**src/rtl/ratio_fifo_if.sv**
```systemverilog
// Handshake bundle for ratio_fifo: wide word write side, narrow lane read side.
`ifndef ACCW
`define ACCW 8
`endif
`ifndef QDEPTH
`define QDEPTH 8
`endif

interface ratio_fifo_if #(
    parameter int ODW   = `ACCW,
    parameter int RATIO = 3,
    parameter int DEPTH = `QDEPTH
);
    localparam int IDW = RATIO * ODW;
    localparam int LW  = $clog2(RATIO + 1);
    localparam int UW  = $clog2(DEPTH * RATIO + 1);

    logic           wr_en;
    logic [IDW-1:0] wr_data;
    logic [LW-1:0]  wr_lanes;
    logic           wr_ok;
    logic           rd_en;
    logic [ODW-1:0] rd_data;
    logic           rd_ok;
    logic           rd_last;
    logic [UW-1:0]  usedw;

    modport master (
        output wr_en, wr_data, wr_lanes, rd_en,
        input  wr_ok, rd_data, rd_ok, rd_last, usedw
    );

    modport slave (
        input  wr_en, wr_data, wr_lanes, rd_en,
        output wr_ok, rd_data, rd_ok, rd_last, usedw
    );
endinterface

```
**src/rtl/ratio_fifo.sv**
```systemverilog
// Width-converting FIFO: stores RATIO-lane words, emits one ODW lane per pop.
// Optional macro RATIO_FIFO_PARTIAL_EN enables per-word valid-lane counts (wr_lanes).
`ifndef ACCW
`define ACCW 8
`endif
`ifndef QDEPTH
`define QDEPTH 8
`endif

module ratio_fifo #(
    parameter int ODW   = `ACCW,
    parameter int RATIO = 3,
    parameter int DEPTH = `QDEPTH,
    parameter int ID    = 0
) (
    input  logic          clk,
    input  logic          rst,
    ratio_fifo_if.slave   bus
);
    localparam int IDW = RATIO * ODW;
    localparam int LW  = $clog2(RATIO + 1);
    localparam int UW  = $clog2(DEPTH * RATIO + 1);
    localparam int AW  = (DEPTH > 1) ? $clog2(DEPTH) : 1;
    localparam int CW  = $clog2(DEPTH + 1);

    logic [IDW-1:0] mem [DEPTH];
    logic [AW-1:0]  wr_ptr_r, rd_ptr_r, wr_ptr_n_s, rd_ptr_n_s;
    logic [CW-1:0]  count_r, count_n_s;
    logic [LW-1:0]  lane_r, lane_n_s, wr_eff_s, nxt_lanes_s;
    logic [UW-1:0]  usedw_r, usedw_n_s;
    logic [ODW-1:0] rd_data_r, rd_data_n_s;
    logic [IDW-1:0] nxt_word_s;
    logic           wr_ok_r, rd_ok_r, rd_last_r;
    logic           do_wr_s, do_rd_s, retire_s;
    logic [31:0]    unused_id_s;

    assign unused_id_s = ID;

`ifdef RATIO_FIFO_PARTIAL_EN
    logic [LW-1:0] lanes_mem [DEPTH];

    function automatic logic [LW-1:0] eff_lanes(input logic [LW-1:0] l);
        if (l == {LW{1'b0}} || l > LW'(RATIO)) begin
            return LW'(RATIO);
        end else begin
            return l;
        end
    endfunction

    assign wr_eff_s = eff_lanes(bus.wr_lanes);

    // Per-entry valid-lane count store, normalised on write
    always_ff @(posedge clk) begin
        if (rst && do_wr_s) begin
            lanes_mem[wr_ptr_r] <= wr_eff_s;
        end
    end
`else
    logic unused_lanes_s;
    assign unused_lanes_s = ^bus.wr_lanes;
    assign wr_eff_s       = LW'(RATIO);
`endif

    assign do_wr_s  = bus.wr_en && wr_ok_r;
    assign do_rd_s  = bus.rd_en && rd_ok_r;
    assign retire_s = do_rd_s && rd_last_r;

    // Next state; outputs are precomputed for the following cycle so every port is a flop
    always_comb begin
        wr_ptr_n_s = do_wr_s  ? wr_ptr_r + AW'(1) : wr_ptr_r;
        rd_ptr_n_s = retire_s ? rd_ptr_r + AW'(1) : rd_ptr_r;
        count_n_s  = count_r + CW'(do_wr_s) - CW'(retire_s);
        usedw_n_s  = usedw_r + (do_wr_s ? UW'(wr_eff_s) : {UW{1'b0}}) - UW'(do_rd_s);
        if (retire_s) begin
            lane_n_s = {LW{1'b0}};
        end else if (do_rd_s) begin
            lane_n_s = lane_r + LW'(1);
        end else begin
            lane_n_s = lane_r;
        end
        // A word written this cycle can only be the next head when it lands at the new read pointer
        nxt_word_s  = (do_wr_s && wr_ptr_r == rd_ptr_n_s) ? bus.wr_data : mem[rd_ptr_n_s];
`ifdef RATIO_FIFO_PARTIAL_EN
        nxt_lanes_s = (do_wr_s && wr_ptr_r == rd_ptr_n_s) ? wr_eff_s : lanes_mem[rd_ptr_n_s];
`else
        nxt_lanes_s = LW'(RATIO);
`endif
        rd_data_n_s = {ODW{1'b0}};
        for (int k = 0; k < RATIO; k++) begin
            rd_data_n_s = (lane_n_s == LW'(k)) ? nxt_word_s[k*ODW +: ODW] : rd_data_n_s;
        end
    end

    // Word store; contents are not reset, occupancy tracking makes stale data unreachable
    always_ff @(posedge clk) begin
        if (rst && do_wr_s) begin
            mem[wr_ptr_r] <= bus.wr_data;
        end
    end

    // Pointers, counters and registered outputs
    always_ff @(posedge clk) begin
        if (!rst) begin
            wr_ptr_r  <= {AW{1'b0}};
            rd_ptr_r  <= {AW{1'b0}};
            count_r   <= {CW{1'b0}};
            lane_r    <= {LW{1'b0}};
            usedw_r   <= {UW{1'b0}};
            wr_ok_r   <= 1'b1;
            rd_ok_r   <= 1'b0;
            rd_last_r <= 1'b0;
            rd_data_r <= {ODW{1'b0}};
        end else begin
            wr_ptr_r  <= wr_ptr_n_s;
            rd_ptr_r  <= rd_ptr_n_s;
            count_r   <= count_n_s;
            lane_r    <= lane_n_s;
            usedw_r   <= usedw_n_s;
            wr_ok_r   <= (count_n_s != CW'(DEPTH));
            rd_ok_r   <= (count_n_s != {CW{1'b0}});
            rd_last_r <= (count_n_s != {CW{1'b0}}) && (lane_n_s == nxt_lanes_s - LW'(1));
            rd_data_r <= rd_data_n_s;
        end
    end

    assign bus.wr_ok   = wr_ok_r;
    assign bus.rd_ok   = rd_ok_r;
    assign bus.rd_last = rd_last_r;
    assign bus.usedw   = usedw_r;
    assign bus.rd_data = rd_data_r;
endmodule

```
**src/flat_wrapper.sv**
```systemverilog
// flat-port wrapper written by rule: the top's interface ports become plain ports
module ratio_fifo_flat 
#(
    parameter int ODW   = `ACCW,
    parameter int RATIO = 3,
    parameter int DEPTH = `QDEPTH,
    parameter int ID    = 0
)
  (clk, rst, bus_wr_en, bus_wr_data, bus_wr_lanes, bus_rd_en, bus_wr_ok, bus_rd_data, bus_rd_ok, bus_rd_last, bus_usedw);
  ratio_fifo_if #(.ODW(ODW), .RATIO(RATIO), .DEPTH(DEPTH)) bus_i ();
  input  logic clk;
  input  logic rst;
  input wire logic [$bits(bus_i.wr_en)-1:0] bus_wr_en;
  input wire logic [$bits(bus_i.wr_data)-1:0] bus_wr_data;
  input wire logic [$bits(bus_i.wr_lanes)-1:0] bus_wr_lanes;
  input wire logic [$bits(bus_i.rd_en)-1:0] bus_rd_en;
  output wire logic [$bits(bus_i.wr_ok)-1:0] bus_wr_ok;
  output wire logic [$bits(bus_i.rd_data)-1:0] bus_rd_data;
  output wire logic [$bits(bus_i.rd_ok)-1:0] bus_rd_ok;
  output wire logic [$bits(bus_i.rd_last)-1:0] bus_rd_last;
  output wire logic [$bits(bus_i.usedw)-1:0] bus_usedw;
  assign bus_i.wr_en = bus_wr_en;
  assign bus_i.wr_data = bus_wr_data;
  assign bus_i.wr_lanes = bus_wr_lanes;
  assign bus_i.rd_en = bus_rd_en;
  assign bus_wr_ok = bus_i.wr_ok;
  assign bus_rd_data = bus_i.rd_data;
  assign bus_rd_ok = bus_i.rd_ok;
  assign bus_rd_last = bus_i.rd_last;
  assign bus_usedw = bus_i.usedw;
  ratio_fifo #(.ODW(ODW), .RATIO(RATIO), .DEPTH(DEPTH), .ID(ID)) u_core (.clk(clk), .rst(rst), .bus(bus_i));
endmodule
```
**config.mk**
```make
export PLATFORM = sky130hd
export DESIGN_NAME = ratio_fifo_flat
export DESIGN_NICKNAME = d
export VERILOG_FILES = /design/src/rtl/ratio_fifo_if.sv /design/src/rtl/ratio_fifo.sv /design/src/flat_wrapper.sv
export SDC_FILE = /design/constraint.sdc
export NUM_CORES = 1
export LEC_CHECK = 0
export CORE_UTILIZATION = 35
export CTS_CLUSTER_SIZE = 10
export DETAILED_ROUTE_END_ITERATION = 7
export GPL_TIMING_DRIVEN = 0
export PLACE_DENSITY = 0.57
export REMOVE_ABC_BUFFERS = 1
export SLEW_MARGIN = 25
export SYNTH_ARGS = -nofsm -noshare
export SYNTH_HDL_FRONTEND = slang
export SYNTH_SLANG_ARGS = --single-unit
```
**constraint.sdc**
```tcl
create_clock -name clk -period 4.3 [get_ports clk]
set_input_delay 0.86 -clock clk [delete_from_list [all_inputs] [get_ports clk]]
set_output_delay 0.86 -clock clk [all_outputs]
set_load 0.01 [all_outputs]
```
==> summary.md <==
| Metric | Value |
|---|---|
| Deepest level of the CTS H-tree | `1` |
| Root Driver | `clkbuf_16` |
| Clock Latency Late Sink | `0.53 ns` |
| VDD IR max | `around 0.27 mV` |
| Status | `finished, final reports clean` |
| WP buf/inv | `2` |
| CP most frequent cell | `buf_12` |
| Netlist cell types | `68` |
| DRT Wirelength | `24.74 mm` |
| I/O Buffers | `43` |
| Routability cong. | `0.7402` |
| Vias in the first global route | `roughly 6400` |
| Yosys top cell by area | `edfxtp_1` |
| Tmin final | `4.202 ns` |
| Max incr delay on CP | `0.62 ns` |
| Total CTS buffers | `26` |
| Pwr Total | `between 5000 and 6000 µW` |
| Final slew viol count | `0` |
| Worst-path maximum fanout | `29` |
| Setup slack at placement | `-0.6637 ns` |
| Number of flops mapped to enable cells by yosys | `192` |
| CTS tree | `done` |
| Inst Count DP | `between 1000 and 1500` |
| Syn. warnings | `0` |
| Top-area cell type share of the netlist area | `just under 60%` |
| CP top delay family | `compound AO/OA/AOI/OAI gates` |
| Ant diodes | `0` |
| Die height | `170.5 µm` |
| Largest buffer count on any clock path | `3` |
| Syn Area/Cell | `13.96 µm²` |
| Worst Skew | `0.01614 ns` |
| CP cell instances | `buf_12, ha_2, buf_12, nand4_1, a21boi_4, xnor2_2, or3_4, o221ai_1, o21ai_0, o211a_1` |
| Synth area leaders | `edfxtp_1 58%, mux2i_1 8.3%, dfxtp_1 5.6%, mux4_2 2.7%, nand2_1 1.9%` |
| Critical Path Source Type | `register` |
| Hold_ws | `0.6089 ns` |
| Worst setup margin | `0.09812 ns` |
| Commonest register cell after synthesis | `edfxtp_1` |
| Yosys reg bits | `220` |
| Clock slew at reported path FFs | `0.06 ns` |
| Die Width | `between 150 and 200 µm` |
| Rows | `61` |
| Die area | `just under 0.03 mm²` |
| Core area | `0.02786 mm²` |
| CP required | `4.75 ns` |
| Critical-path top delay cell | `dfxtp_2` |
| DP HPWL | `15.57 mm` |
| GRT overflow | `0` |
| Crit Path Class | `register to register` |
| Class of the worst hold path | `register to register` |
| Post-Syn Area | `0.009942 mm²` |
| Via density | `roughly 5.5` |
| Post-synth top cells | `192 x edfxtp_1, 82 x mux2i_1, 50 x nand2_1, 38 x nor2_1, 28 x dfxtp_1` |
| # DRC | `0` |
| Asr flop ratio synth | `0%` |
| Worst endpoint data arrival time | `4.65 ns` |
| Max-cap viol count | `0` |
| Rel. slew slack | `28.50%` |
| Final Hold Fails | `0` |
| Critical Path End Type | `register` |
| Static leakage | `0.003981 µW` |
| Share of layout cells above drive strength 1 | `13.65%` |
| # setup viols final | `0` |
| I/O Pins | `46` |
| Largest net degree at the start of global routing | `40` |
| Syn Inst Count | `712` |
| Fin cells | `1162` |
| Total track usage | `17.37%` |
| Most common cell in the netlist | `edfxtp_1` |
| Initial core utilization | `35.69%` |
| DR pass1 iterations | `5` |
| Pwr/cell area | `just under 500 mW/mm²` |
| Routed wire per std cell | `21.29 µm` |
| Post-route ant nets | `0` |
| FMAX | `0.2380 GHz` |
| Fin nets | `807` |
| Period utilization | `97.72%` |
| Vias | `between 6000 and 7000` |
| 1st-iter DRT viols | `610` |
| Register area share after synthesis | `63.63%` |
| Worst-Margin Slew | `1.067 ns` |
| Area delta synth->final | `20.30%` |
| RSZ-0062 raised after global routing | `false` |
| Clk sinks | `220` |
| Antenna violations before repair | `0` |
| Global-route wire length before repair | `about 38 mm` |
## cells in the final DEF, fill, tap and decap left out, types with 15 or more instances in the layout
cell type,n
clkdlybuf4s50_1,43
dfxtp_1,26
nor2_1,32
nor3_1,15
o22ai_1,23
clkbuf_1,15
clkbuf_16,26
mux2i_1,82
edfxtp_1,192
a21oi_1,23
nand2_1,50
## final timing paths
check	startpoint	end	slack, ns	cells past startpoint
max reg2reg	u_core.rd_ptr_r[0]	u_core.bus.rd_data[2]	0.1	10
max	u_core.rd_ptr_r[0]	u_core.bus.rd_data[2]	0.1	10
min	u_core.lane_r[1]	u_core.lane_r[1]	0.61	2
min reg2reg	u_core.lane_r[1]	u_core.lane_r[1]	0.61	2
## metal layers
metal | up-vias | global-route usage [%] | part of all wire (%)
met4 | 0 | 6.698 | 3.5
li1 | 2908 | - | -
met1 | 3190 | 23.27 | 44
met5 | - | 0 | 0
met3 | 61 | 2.868 | 5.8
met2 | 216 | 28.18 | 47
## final cells by class
type / count / area (µm²)
Inverter: 13 / 48.80
Sequential cell: 220 / 6331
Fill cell: 2483 / 15900
Clock buffer: 46 / 775.7
Timing Repair Buffer: 70 / 864.6
Tap cell: 378 / 473.0
Clock inverter: 1 / 16.27
Multi-Input combinational cell: 434 / 3451
## repair_timing
item,4_1_cts,5_1_grt
pin swaps,0,1
hold endpoints to repair,0,0
resized for setup,1,0
endpoints found under the setup margin,6,4
hold buffers,0,0
setup buffers,0,4
## sequential cells by signal, indices dropped and copies added, names as in the netlist
name / flops
u_core.count_r: 4
u_core.wr_ptr_r: 3
u_core.lane_r: 2
u_core.bus.rd_data: 8
u_core.bus.usedw: 5
u_core.bus.wr_ok: 1
u_core.bus.rd_last: 1
u_core.bus.rd_ok: 1
u_core.rd_ptr_r: 3
u_core.mem: 192
## where the power goes
group          switching [µW]  total (µW)  internal, µW
Clock                     822        2030          1210
Combinational             642        1160           519
Sequential               98.8        2590          2490
## kinds of logic (layout without fill, tap and decap cells)
logic type,after synthesis,in the layout,synth area share (%)
xor+xnor,17,17,1.573
simple gates,155,155,7.576
compound gates,144,144,10.45
fa+ha+maj,12,12,1.661
mux,106,106,12.33
buf+inv,58,130,2.781
flops,220,220,63.63
## worst min-delay path, stage by stage (launching register included)
cell and delay (ns):
dfxtp_1 0.37, nand2_1 0.12, a21oi_1 0.07
## through the flow
step	instance area, µm²	util (%)	setup TNS, ns
floorplan	9714	-	-11.18
global placement	10620	38.11	-279.66
detailed placement	11130	39.97	-5.458
CTS	11930	42.83	0
global route	11960	42.93	0
finish	11960	42.93	0
No activity file was read; power rests on OpenSTA's default activity.
